<file path="config.mk">
export PLATFORM = sky130hd
export DESIGN_NAME = kb_uart_formatter
export DESIGN_NICKNAME = d
export VERILOG_FILES = /design/src/rtl/kb_uart_formatter_pkg.sv /design/src/rtl/kb_uart_formatter_nibble_to_ascii.sv /design/src/rtl/kb_uart_formatter.sv
export SDC_FILE = /design/constraint.sdc
export NUM_CORES = 1
export LEC_CHECK = 0
export BUFFER_PORTS_ARGS = -buffer_cell sky130_fd_sc_hd__buf_2
export CAP_MARGIN = 20
export CORE_AREA = 4 4 55 57
export CTS_BUF_LIST = sky130_fd_sc_hd__clkbuf_16
export DETAILED_ROUTE_END_ITERATION = 8
export DIE_AREA = 0 0 59 61
export PLACE_DENSITY_LB_ADDON = 0.12
export SYNTH_ARGS = -nofsm -noshare
export SYNTH_HDL_FRONTEND = slang
export SYNTH_SLANG_ARGS = --single-unit
</file>
<file path="constraint.sdc">
create_clock -name clk -period 2.15 [get_ports clk]
set_clock_uncertainty 0.1 [all_clocks]
set_input_delay 0.43 -clock clk [delete_from_list [all_inputs] [get_ports clk]]
set_output_delay 0.43 -clock clk [all_outputs]
set_load 0.03 [all_outputs]
</file>
<file path="src/rtl/kb_uart_formatter_pkg.sv">
// kb_fmt_pkg: shared FSM state type and ASCII constants for the scan-code formatter
package kb_fmt_pkg;

    typedef enum logic [2:0] {IDLE, HI, LO, SEP, CR, LF} fmt_state_t;

    localparam logic [7:0] ASC_CR   = 8'h0D;
    localparam logic [7:0] ASC_LF   = 8'h0A;
    localparam logic [7:0] ASC_ZERO = 8'h30;
    localparam logic [7:0] ASC_A    = 8'h41;

endpackage

</file>
<file path="src/rtl/kb_uart_formatter_nibble_to_ascii.sv">
// nibble_to_ascii: maps a 4-bit value to its uppercase ASCII hex digit
module nibble_to_ascii
    import kb_fmt_pkg::*;
(
    input  logic [3:0] nib,
    output logic [7:0] asc
);

    assign asc = (nib < 4'd10) ? ASC_ZERO + {4'd0, nib} : ASC_A + {4'd0, nib} - 8'd10;

endmodule

</file>
<file path="src/rtl/kb_uart_formatter.sv">
// kb_uart_formatter: turns scan codes into "HH " hex text (CR LF after a break-prefixed byte); optional KB_FMT_DROP_CNT_EN adds a saturating drop counter
module kb_uart_formatter
    import kb_fmt_pkg::*;
#(
    parameter logic [7:0] SEP_CHAR   = 8'h20,
    parameter logic [7:0] BREAK_CODE = 8'hF0
`ifdef KB_FMT_DROP_CNT_EN
    ,
    parameter int DCNT_W = 8
`endif
)
(
    input  logic       clk,
    input  logic       reset,
    input  logic [7:0] scan_code,
    input  logic       scan_done_tick,
    input  logic       tx_full,
    output logic       wr_uart,
    output logic [7:0] w_data,
    output logic       busy,
    output logic       overflow
`ifdef KB_FMT_DROP_CNT_EN
    ,
    output logic [DCNT_W-1:0] drop_cnt
`endif
);

    fmt_state_t state, state_nxt;
    logic [7:0] cur, hold;
    logic       hold_vld, brk_armed;
    logic [3:0] nib;
    logic [7:0] nib_asc;
    logic       drop;

    assign nib  = (state == HI) ? cur[7:4] : cur[3:0];
    assign busy = (state != IDLE) || hold_vld;
    assign drop = (state != IDLE) && scan_done_tick && hold_vld;

    nibble_to_ascii u_n2a (
        .nib(nib),
        .asc(nib_asc)
    );

    // character selection, write strobe and next state; emitting states advance only on a write
    always_comb begin
        wr_uart   = (state != IDLE) && !tx_full;
        w_data    = 8'h00;
        state_nxt = state;
        case (state)
            IDLE: state_nxt = (scan_done_tick || hold_vld) ? HI : IDLE;
            HI: begin
                w_data    = nib_asc;
                state_nxt = wr_uart ? LO : HI;
            end
            LO: begin
                w_data    = nib_asc;
                state_nxt = wr_uart ? (brk_armed ? CR : SEP) : LO;
            end
            SEP: begin
                w_data    = SEP_CHAR;
                state_nxt = wr_uart ? IDLE : SEP;
            end
            CR: begin
                w_data    = ASC_CR;
                state_nxt = wr_uart ? LF : CR;
            end
            LF: begin
                w_data    = ASC_LF;
                state_nxt = wr_uart ? IDLE : LF;
            end
            default: state_nxt = IDLE;
        endcase
    end

    // state register
    always_ff @(posedge clk) begin
        state <= reset ? IDLE : state_nxt;
    end

    // current/hold byte queue, break arming and sticky overflow
    always_ff @(posedge clk) begin
        if (reset) begin
            cur       <= 8'h00;
            hold      <= 8'h00;
            hold_vld  <= 1'b0;
            brk_armed <= 1'b0;
            overflow  <= 1'b0;
        end else begin
            if (state == IDLE) begin
                if (scan_done_tick) begin
                    cur  <= hold_vld ? hold : scan_code;
                    hold <= scan_code;
                end else if (hold_vld) begin
                    cur      <= hold;
                    hold_vld <= 1'b0;
                end
            end else if (scan_done_tick) begin
                if (!hold_vld) begin
                    hold     <= scan_code;
                    hold_vld <= 1'b1;
                end else begin
                    overflow <= 1'b1;
                end
            end
            if (wr_uart && (state == SEP || state == LF))
                brk_armed <= (cur == BREAK_CODE);
        end
    end

`ifdef KB_FMT_DROP_CNT_EN
    // saturating count of dropped scan codes
    always_ff @(posedge clk) begin
        if (reset)
            drop_cnt <= '0;
        else if (drop && !(&drop_cnt))
            drop_cnt <= drop_cnt + 1'b1;
    end
`endif

endmodule
</file>
; ---- Word-level counts from Yosys, hierarchy flattened
; Index checks and enable logic that the tools add are counted.
[totals]
ff_bits = 22
latch_bits = 0
ramBits = 0
mem_bits_ro = 0
inputBits = 12
output_inout_bits = 11
elab_cells = 52
memories = 0
[classes]
n_addsub = 3
mul = 0
n_div = 0
order_cmp = 1
n_eq_ne = 7
shift = 0
muxes = 20
bitwise = 1
n_reduce_logical = 14
[ops]
columns = operator, n
row1 = $mux W8, 7
row2 = $pmux W8 S4, 1
row3 = $pmux W3 S6, 1
row4 = $mux W3, 3
row5 = $add A7 B4 Y8 const A, 1
row6 = $eq A8 B8 Y1 const B, 1
row7 = $sub A8 B4 Y8 const B, 1
row8 = $add A6 B4 Y7 const A, 1
row9 = $eq A3 B2 Y1 const B, 2
row10 = $eq A3 B3 Y1 const B, 2
row11 = $mux W1, 5
row12 = $lt A4 B4 Y1 const B, 1
row13 = $mux W2, 2
row14 = $mux W4, 1
row15 = $reduce_and A2 Y1, 2
row16 = $reduce_bool A2 Y1, 2
row17 = $eq A3 B1 Y1 const B, 1
row18 = $logic_not A3 Y1, 1
row19 = $logic_or A1 B1 Y1, 3
row20 = $reduce_and A3 Y1, 1
row21 = $reduce_bool A3 Y1, 1
row22 = $logic_and A1 B1 Y1, 2
row23 = $ne A2 B2 Y1 const B, 1
row24 = $reduce_or A2 Y1, 1
row25 = 2 further kinds, 2

; ---- Longest topological paths before layout
[depth]
word_depth = 6
ltp_mapped = 7
depth_no_buf = 6

; ---- By module
; Synthesis repeated with hierarchy kept, for this count alone.
[hier_totals]
cells_unflattened = 154
area_unflattened_um2 = 1316.3
[by_module_without_submodules]
columns = mod, instances, cells_each, area_each_um2
row1 = kb_uart_formatter, 1, 138, 1211.2
row2 = nibble_to_ascii, 1, 16, 105.1

; ---- Worst setup path after synthesis
; OpenSTA, ideal clock, no wires.
[synth_timing]
path_type = reg-to-output
start = register state[1]
end = output w_data[6]
arrival_time_ps = 1965
required_time_ps = 1620
setup_slack_ps = -345
path_stages_with_launch = 7
n_path_buf = 1
cell_sequence = dfxtp_1 nor3b_2 buf_6 mux2i_1 ha_1 o21ai_0 nor3b_1
[synth_via]
elab_chain_cells = 6
elab_cells_between_ends = 13
[synth_rtl]
columns = element, line_no
row1 = from (decl), kb_uart_formatter.sv:28  ; fmt_state_t state, state_nxt;
row2 = from (signal assigned), kb_uart_formatter.sv:77  ; state <= reset ? IDLE : state_nxt;
row3 = $eq A3 B1 Y1, "kb_uart_formatter.sv:35, kb_uart_formatter.sv:49"
row4 = $mux W4, kb_uart_formatter.sv:35  ; assign nib = (state == HI) ? cur[7:4] : cur[3:0];
row5 = $add A7 B4 Y8, kb_uart_formatter_nibble_to_ascii.sv:9  ; assign asc = (nib < 4'd10) ? ASC_ZERO + {4'd0, nib} : ASC_A + {4'd0, nib} - 8'd10;
row6 = $sub A8 B4 Y8, kb_uart_formatter_nibble_to_ascii.sv:9
row7 = $mux W8, kb_uart_formatter_nibble_to_ascii.sv:9
row8 = $pmux W8 S4 *, kb_uart_formatter.sv:49  ; case (state)
row9 = to (decl), kb_uart_formatter.sv:19  ; output logic [7:0] w_data,
; Every way passes the cells marked *; elsewhere a longest branch is shown, timed or not.

; ---- Worst setup path in the final report
[layout_timing]
start = register state[1]
end = output w_data[1]
; The elaborated chain is that of the path after synthesis.

==> results.md <==
* Post-Synthesis Cells at 150
* Synth Cell Area at approximately 0.0013 mm2
* Die X at ~59 um
* CTS tree: built
* Die area at 0.00360 mm2
* Syn Nets at between 150 and 200
* RSZ-0062 raised after global routing: yes
* Antenna violations before repair at 0
* Synth Area in Simple Gates at a little over a fifth
* CTS Buf Count at 3
* Core area at 0.00248 mm2
* F_max at around 410 MHz
* Routed wire per std cell at between 10 and 15 um
* Iteration-0 DRC Markers at 62
* CTS root buffer: clkbuf_16
* Clk_lat worst skew at about 250 ps
* CP Class: register to output port
* Final min period at 2420 ps
* Syn Area/Cell at approximately 8.8 um2
* Critical path endpoint category: output port
* Leak at 0.703 nW
* Max-slew violations at 0
* Hold Crit Class: primary input to register
* Slew @ Worst Pin at 551 ps
* Share of cells above drive strength 1 at between 30 and 40%
* MaxCap Viol Count at 0
* Starting density of the core at approximately 53%
* Post-DR vias/cell at 5.70
* Vias in the first global route at roughly 1100
* Fin nets at 191
* Max-slew headroom at 63.3%
* Worst VDD drop at roughly 0.66 mV
* Pin count of the biggest net entering global routing at 23
* Adder-Cell Fraction of Synth Area at around 2.6%
* Fin crit share at 113%
* Post-layout util at between 60% and 70%
* Top-Level Pins at 23
* Tot Pwr at between 1 and 1.5 mW
* PortBufs at 21
* Status: finished with violations
* Synth Area in Compound Gates at 18.6%
* H-tree Lvls at 1
* Initial DRT Pass Iterations at 4
* Count of final hold-check violations at 0
* Post-route cell area at around 0.0017 mm2
* Main combinational cell family by area after synthesis: simple AND/OR/NAND/NOR gates
* Post-synthesis mux area share at 17.1%
* Crit start category: register
* Yosys cell types at between 40 and 50
* Filler cells at 225
* Sequential fraction of the synthesis area at between 30 and 40%
* Die height at 61 um
* Placer Congestion at slightly below 0.8
* DP Area at about 0.0015 mm2
* Synth Area in XOR/XNOR at less than 1%
* Deepest clock path buffer count at 2
* Post-synth EDFFs at 0
* Synth Warn # at 0
* Failing checks: negative setup slack
* CTS Hold Bufs at 0
* Worst path arrival time at 1890 ps
* Register clock-pin slew on the reported worst setup and hold paths at 60 ps
* Post-DP HPWL at 2040 um
* Final setup fails at 7
* Final WL at about 2900 um
* Antenna diode count at 0
* Remaining global-route overflow at 0
* First-pass GRT wire length at approximately 4700 um
* Rows at 18
* Final Worst Setup Slack at -270 ps
* Via Count at between 1000 and 1500
* CTS Sinks at 22
* Asr flop ratio synth at 0%
* CP Data Required Time at approximately 1600 ps
* # DRC at 0
* Post-DRT Antenna Nets at 0
* Synth Register Bits at 22
* GRT Total Usage at between 10% and 20%
* Power per cell area at between 800 and 900 mW/mm2
* CP max FO at 6
* Synthesis-to-layout area growth at 27.4%
* Synth Flop Type: dfxtp_1
[synth_stat cells, types with 3 or more instances]
| master | count | area [um2] |
|---|---|---|
| nand2_1 | 4 | 15.0 |
| dfxtp_1 | 22 | 440 |
| buf_6 | 3 | 33.8 |
| mux2i_1 | 20 | 200 |
| o21ai_0 | 9 | 45.0 |
| a211oi_1 | 5 | 37.5 |
| inv_1 | 5 | 18.8 |
| nand3b_1 | 3 | 22.5 |
| clkbuf_1 | 3 | 11.3 |
| a211oi_2 | 3 | 37.5 |
| nor2_1 | 28 | 105 |
| a21oi_1 | 6 | 30.0 |
| nor2b_1 | 4 | 25.0 |
[per-layer routing]
metal  global-route usage, %  part of all wire (%)  vias up
li1                        -                     -      591
met1                    20.4                    42      546
met2                    30.4                    52       30
met3                    3.40                   4.8        7
met4                    5.18                   1.4        0
met5                       0                     0        -
[metrics by stage]
| step | setup WS, ps | hold slack, ps | setup TNS, ps | std cells |
|---|---|---|---|---|
| floorplan | -9.90 | 354 | -9.90 | 150 |
| global placement | 40.0 | 349 | 0 | 200 |
| detailed placement | -21.7 | 361 | -36.9 | 200 |
| CTS | -234 | 334 | -1350 | 205 |
| global route | -323 | 344 | -1800 | 206 |
| finish | -270 | 327 | -1320 | 206 |
[placed cells by master, fill, tap and decap left out, drive strengths merged, types with 2 or more instances in the layout]
cell | Yosys | final
a211oi | 8 | 8
a21oi | 6 | 6
buf | 5 | 31
clkbuf | 4 | 3
dfxtp | 22 | 22
ha | 2 | 2
inv | 5 | 5
mux2 | 2 | 2
mux2i | 20 | 20
nand2 | 4 | 4
nand3 | 2 | 2
nand3b | 3 | 3
nand4b | 2 | 2
nor2 | 28 | 28
nor2b | 4 | 4
nor3 | 3 | 3
nor3b | 2 | 2
nor4 | 2 | 2
o21ai | 10 | 10
[sequential cells by signal, summed over array words and instances (netlist names)]
name / flops
cur: 8
hold: 8
state: 3
brk_armed: 1
hold_vld: 1
overflow: 1
[power breakdown]
part / leakage (nW) / internal (mW) / switching (mW)
Combinational: 0.483 / 0.227 / 0.272
Sequential: 0.182 / 0.448 / 0.0460
Clock: 0.0385 / 0.248 / 0.141
[path summary, 6_finish.rpt]
check	from	end	slack, ps	cells after the start
max	state[1]$_SDFF_PP0_	w_data[1]	-270	6
min	scan_code[3]	hold[3]$_SDFFE_PP0P_	330	3
max reg2reg	state[1]$_SDFF_PP0_	hold_vld$_SDFFE_PP0P_	470	7
min reg2reg	overflow$_SDFFE_PP0P_	overflow$_SDFFE_PP0P_	370	2
[logic make-up (layout without fill, tap and decap cells)]
family	Yosys count	count (layout)
AO/OA/AOI/OAI	33	33
XOR/XNOR	1	1
adder cells (fa/ha/maj)	3	3
buffers and inverters	14	40
flip-flops	22	22
multiplexers	22	22
other	1	1
AND/OR/NAND/NOR	54	54
[critical path: stages (launching register included)]
cell and delay [ps]:
dfxtp_2 320, nor3b_2 200, buf_6 180, mux2i_1 400
o21ai_0 170, a22o_2 240, buf_6 130
[what timing repair did]
action | in CTS | in global routing
resized for setup | 18 | 13
endpoints found under the setup margin | 7 | 7
buffers inserted | 1 | 1
pin swaps | 4 | 6
[cell type report]
type | instances | area [um2] | share of cell area (%)
multi-input cells | 114 | 886 | 52.5
repair buffers | 31 | 224 | 13.3
flip-flops and latches | 22 | 443 | 26.2
clock inverters | 1 | 3.75 | 0.222
clock buffers | 3 | 75.1 | 4.45
inverters | 5 | 18.8 | 1.11
well taps | 30 | 37.5 | 2.22
Note: power is estimated with default switching activity, not from simulation.
